`src/rtl/instr_fetch_unit.sv`:
```
// ---------------------------------------------------------------------------
// instr_fetch_unit
//   Fetches 32-bit MIPS instruction words from instruction memory and hands
//   them to the main decoder over a valid/ready handshake. When the decoder
//   accepts an instruction, the next PC is computed from that instruction and
//   the decoder's branch/jump outputs plus the ALU zero flag.
//
//   Optional feature macro: IFU_TIMEOUT_EN
//     When defined, a wait counter runs while a fetch is outstanding. After
//     TIMEOUT cycles without imem_ack the unit raises a sticky o_fetch_err
//     and parks in HALT until reset. When undefined, a fetch waits forever
//     and o_fetch_err is constant 0.
//
// Ports
//   i_clk          rising-edge clock
//   i_reset        asynchronous, active-high reset
//   o_imem_req     fetch request, held with o_imem_addr stable until ack
//   o_imem_addr    byte address of the word being fetched (equals o_pc)
//   i_imem_ack     read data valid this cycle
//   i_imem_rdata   instruction word, captured on o_imem_req & i_imem_ack
//   o_instr        registered instruction presented to the decoder
//   o_opcode       o_instr[31:26]
//   o_pc           address of the presented instruction
//   o_pc_plus4     o_pc + 4 (mod 2^32)
//   o_instr_valid  o_instr/o_opcode/o_pc are valid
//   i_instr_ready  decoder accepts (handshake on valid & ready)
//   i_branch       decoder branch for the presented instruction
//   i_zero         ALU zero flag for the presented instruction
//   i_jump         decoder jump for the presented instruction
//   o_fetch_err    sticky fetch timeout error
// ---------------------------------------------------------------------------
module instr_fetch_unit #(
    parameter logic [31:0] RESET_PC = 32'h0000_0000,
    parameter int          TIMEOUT  = 16
) (
    input  logic        i_clk,
    input  logic        i_reset,
    output logic        o_imem_req,
    output logic [31:0] o_imem_addr,
    input  logic        i_imem_ack,
    input  logic [31:0] i_imem_rdata,
    output logic [31:0] o_instr,
    output logic [5:0]  o_opcode,
    output logic [31:0] o_pc,
    output logic [31:0] o_pc_plus4,
    output logic        o_instr_valid,
    input  logic        i_instr_ready,
    input  logic        i_branch,
    input  logic        i_zero,
    input  logic        i_jump,
    output logic        o_fetch_err
);

    typedef enum logic [1:0] {
        S_FETCH = 2'd0,
        S_VALID = 2'd1,
        S_HALT  = 2'd2
    } state_t;

    state_t      r_state;
    logic [31:0] r_pc;
    logic [31:0] r_instr;
    logic        r_valid;
    logic        r_req;
    logic        r_err;

    logic [31:0] w_pc_plus4;
    logic [31:0] w_br_off;
    logic [31:0] w_jmp_tgt;
    logic [31:0] w_next_pc;
    logic        w_fetch_done;
    logic        w_hs;

    assign w_pc_plus4 = r_pc + 32'd4;
    assign w_br_off   = {{14{r_instr[15]}}, r_instr[15:0], 2'b00};
    assign w_jmp_tgt  = {w_pc_plus4[31:28], r_instr[25:0], 2'b00};

    // r_req is only ever high in FETCH, so an ack seen while it is low
    // (outside FETCH, or in the first cycle after reset) is ignored.
    assign w_fetch_done = r_req & i_imem_ack;
    assign w_hs         = r_valid & i_instr_ready;

    // Jump wins over a taken branch.
    always_comb begin
        w_next_pc = w_pc_plus4;
        if (i_jump)
            w_next_pc = w_jmp_tgt;
        else if (i_branch && i_zero)
            w_next_pc = w_pc_plus4 + w_br_off;
    end

`ifdef IFU_TIMEOUT_EN
    localparam int CW = (TIMEOUT < 2) ? 1 : $clog2(TIMEOUT);
    logic [CW-1:0] r_cnt;
    logic          w_cnt_last;
    assign w_cnt_last = (r_cnt == CW'(TIMEOUT - 1));
`else
    logic w_unused_timeout;
    assign w_unused_timeout = (TIMEOUT != 0);
`endif

    always_ff @(posedge i_clk or posedge i_reset) begin
        if (i_reset) begin
            r_state <= S_FETCH;
            r_pc    <= RESET_PC;
            r_instr <= 32'h0;
            r_valid <= 1'b0;
            r_req   <= 1'b0;
            r_err   <= 1'b0;
`ifdef IFU_TIMEOUT_EN
            r_cnt   <= '0;
`endif
        end else begin
            case (r_state)
                S_FETCH: begin
                    if (w_fetch_done) begin
                        r_instr <= i_imem_rdata;
                        r_valid <= 1'b1;
                        r_req   <= 1'b0;
                        r_state <= S_VALID;
                    end else begin
                        // First FETCH cycle after reset raises the request;
                        // afterwards it simply stays high until ack.
                        r_req <= 1'b1;
`ifdef IFU_TIMEOUT_EN
                        if (r_req) begin
                            if (w_cnt_last) begin
                                r_err   <= 1'b1;
                                r_req   <= 1'b0;
                                r_state <= S_HALT;
                            end else begin
                                r_cnt <= r_cnt + 1'b1;
                            end
                        end
`endif
                    end
                end
                S_VALID: begin
                    if (w_hs) begin
                        r_pc    <= w_next_pc;
                        r_valid <= 1'b0;
                        r_req   <= 1'b1;
                        r_state <= S_FETCH;
`ifdef IFU_TIMEOUT_EN
                        r_cnt   <= '0;
`endif
                    end
                end
                S_HALT: begin
                    r_req   <= 1'b0;
                    r_valid <= 1'b0;
                end
                default: begin
                    r_req   <= 1'b0;
                    r_valid <= 1'b0;
                    r_state <= S_HALT;
                end
            endcase
        end
    end

    assign o_imem_req    = r_req;
    assign o_imem_addr   = r_pc;
    assign o_instr       = r_instr;
    assign o_opcode      = r_instr[31:26];
    assign o_pc          = r_pc;
    assign o_pc_plus4    = w_pc_plus4;
    assign o_instr_valid = r_valid;
    assign o_fetch_err   = r_err;

endmodule
```
`config.mk`:
```
export PLATFORM = sky130hd
export DESIGN_NAME = instr_fetch_unit
export DESIGN_NICKNAME = d
export VERILOG_FILES = /design/src/rtl/instr_fetch_unit.sv
export SDC_FILE = /design/constraint.sdc
export NUM_CORES = 1
export LEC_CHECK = 0
export ABC_CLOCK_PERIOD_IN_PS = 4800
export CORE_ASPECT_RATIO = 1.2
export CORE_UTILIZATION = 47
export CTS_CLUSTER_DIAMETER = 200
export DETAILED_ROUTE_END_ITERATION = 6
export PLACE_DENSITY = 0.85
export SETUP_SLACK_MARGIN = 0.5
export SYNTH_ARGS = -nofsm -noshare
export SYNTH_HDL_FRONTEND = slang
export SYNTH_SLANG_ARGS = --single-unit
```
`constraint.sdc`:
```
create_clock -name i_clk -period 4.8 [get_ports i_clk]
set_input_delay 0.96 -clock i_clk [delete_from_list [all_inputs] [get_ports i_clk]]
set_output_delay 0.96 -clock i_clk [all_outputs]
set_load 0.02 [all_outputs]
```
==> metrics.cfg <==
[setup_path]
crit_arrival_ns=3.16
cp_cell_sequence=and4_1, and4_1, and3_1, and3_1, nand4_1, xnor2_1, clkdlybuf4s50_1
rr_worst_depth=15
critPathMaxFanout=7
critical_path_required_ns=3.84
start_kind=flop
crit_slowest_cell=clkdlybuf4s50_1
r2r-start=o_imem_addr[8]
cpPeakStageDelay_ns=0.69
crit_type=reg -> out
rrSetupSlack_ns=0.74
reg2reg_to=o_imem_addr[25]
end_kind=primary output

[pwr]
ir_worst_vdd_mv=0.459
fin_total_pwr_mw=6.29
leakagePower_nw=3.03
cellPowerDensity_nw_per_um2=874

[yosys]
seq_area_frac_synth_pct=30.6
synth_warnings=1
synth_cells=626
synth-main-ff-cell=dfrtp_1
ys_types=66
synthTopCellsByArea=dfrtp_1 31%, ha_1 8.4%, mux2_2 6.1%
synth_top_cell_by_area=dfrtp_1
synth_top_area_share_pct=30.6
syn_avg_cell_area_um2=8.61
syn_area_um2=5390
synth-edff-count=0
synth-seq-cells=66
synthArstFlopShare_pct=100

[floorplan]
start_util_pct=48.6
dieWidth_um=99.8
row_count=42
coreArea_um2=11100
die_h_um=119
die_area_um2=11900
io_pins=176

[route]
vias=5077
first_iter_violations=263
ant_nets=0
wire_per_inst_um=18.1
drcViolationCount=0
wl_um=16300
dr.pass1.iters=7
vias_per_cell=5.63

[min_path]
min_to=r_state[1]
min_from=r_state[1]
hold_path_class=reg -> reg
hold_depth=0

[place]
placedCellCount=886
place_area_um2=6900
io_buffers=168
dp_hpwl_um=12400
routabilityCongestion=0.924

[finish]
area_delta_synth_final_pct=33.6
diodes=0
final_core_util_pct=64.9
layout.cells.non_filler=902
final_area_um2=7200
nNetsFinal=819
drive_gt1_share_pct=9.63
final_common_cell=clkdlybuf4s50_1
layout_common_cells=167 x clkdlybuf4s50_1, 66 x nand2_1, 65 x dfrtp_1, 47 x a21oi_1, 45 x nor2_1

[sta]
slew_violations=0
final.min_clock_period_ns=4.12
tightest_slew_ns=1.07
setup_viol=0
tns_ns=0
grt_setup_unrepaired=false
hold_violations=0
timing.fmax_mhz=243
finalClockSkew_ns=0.00704
maxSlewHeadroom_pct=28.3
fin_crit_sh_pct=85.8

[cts]
cts_tree=done
clk_pin_slew_ns=0.06
cts_sinks=66
cts_max_level=3
cts_buffers=9
cts_resized=0
clockBufferDepth=2
cts_setup_buffers=0
clock-root-buffer=clkbuf_16
hold_buffers=0
worstSkewPairLatency_ns=0.34

[global_route]
gr-total-overflow=0
track_usage_pct=28.5
first_global_vias=5119
grt_pass1_wl_um=26400
grt_max_degree=44
antenna_found_initial=0

[flow_run]
maxCapViolCount=0

[status]
status=finished, final reports clean

final cells by class:
| class | count | area (um2) |
|---|---|---|
| flip-flops and latches | 66 | 1650 |
| inverters | 17 | 63.8 |
| clock buffers | 11 | 243 |
| fillers | 929 | 3890 |
| repair buffers | 174 | 1730 |
| well taps | 154 | 193 |
| clock inverters | 5 | 37.5 |
| multi-input cells | 475 | 3280 |
cell usage after synthesis (2+ instances only):
library cell,instances
and3_1,8
o21ai_0,39
nor4_1,2
and4_1,2
a21oi_2,3
nand4_1,8
o31ai_1,2
or3_1,2
a211oi_1,13
a21oi_1,47
o21bai_1,6
inv_1,17
o21a_1,6
nor2_1,45
a21o_1,19
o22ai_1,3
o311a_1,2
nand3_1,15
o21ai_1,4
a211o_1,3
nand2_1,66
xor2_1,23
a31oi_1,3
buf_4,43
o31ai_2,2
xnor2_1,29
a211oi_2,2
nand2b_1,4
o311ai_0,2
o211ai_1,5
a21boi_0,2
mux2_2,29
o211a_1,2
dfrtp_1,66
nor3_1,8
ha_1,36
clkbuf_1,28
buf_1,2
layer usage:
metal  part of all wire, %  track usage (%)  vias up
li1                      -                -     2412
met1                    41             34.4     2436
met2                    51             49.3      205
met3                   6.2             5.69       24
met4                   1.7             10.8        0
met5                     0                0        -
worst max-delay path by stage:
stage | from | to | slack, ns | depth (start not counted)
detailed placement | o_imem_addr[6] | o_imem_addr[31] | 0.70 | 17
floorplan | o_imem_addr[2] | o_imem_addr[31] | 0.73 | 19
CTS | o_imem_addr[6] | o_pc_plus4[28] | 0.51 | 8
global route | o_imem_addr[7] | o_imem_addr[31] | 0.51 | 14
global placement | o_imem_addr[6] | o_imem_addr[25] | 0.77 | 15
finish | o_imem_addr[8] | o_pc_plus4[21] | 0.68 | 7
metrics by stage:
step	hold slack [ns]	setup slack [ns]
after floorplan	0.516	0.728
after global placement	0.493	0.772
after detailed placement	0.518	0.701
after CTS	0.525	0.508
after global routing	0.544	0.513
final	0.529	0.683
worst max-delay path, delay by kind of cell, from the launching register on:
| kind | cells | cell delay [ns] |
|---|---|---|
| and+or+nand+nor | 5 | 1.29 |
| buffers and inverters | 1 | 0.69 |
| DFF | 1 | 0.44 |
| xor gates and xnor gates | 1 | 0.40 |
flip-flops by register name (all words and copies together) (netlist names):
name and cells:
o_imem_addr 30, o_imem_req 1, o_instr_valid 1, o_instr 32, r_state 2
logic make-up after synthesis:
| logic type | Yosys count | share of synthesized area, % |
|---|---|---|
| AO/OA/AOI/OAI | 178 | 21.8 |
| AND/OR/NAND/NOR | 171 | 14.7 |
| buffers and inverters | 91 | 9.36 |
| flip-flops | 66 | 30.6 |
| XOR/XNOR | 52 | 8.45 |
| adder cells (fa/ha/maj) | 37 | 8.73 |
| multiplexers | 30 | 6.25 |
| other | 1 | 0.0696 |
where the power goes:
group,switching [mW],internal [mW]
logic,2.41,2.03
clock network,0.261,0.366
registers,0.409,0.819
total,3.08,3.21
No activity file was read; power rests on OpenSTA's default activity.
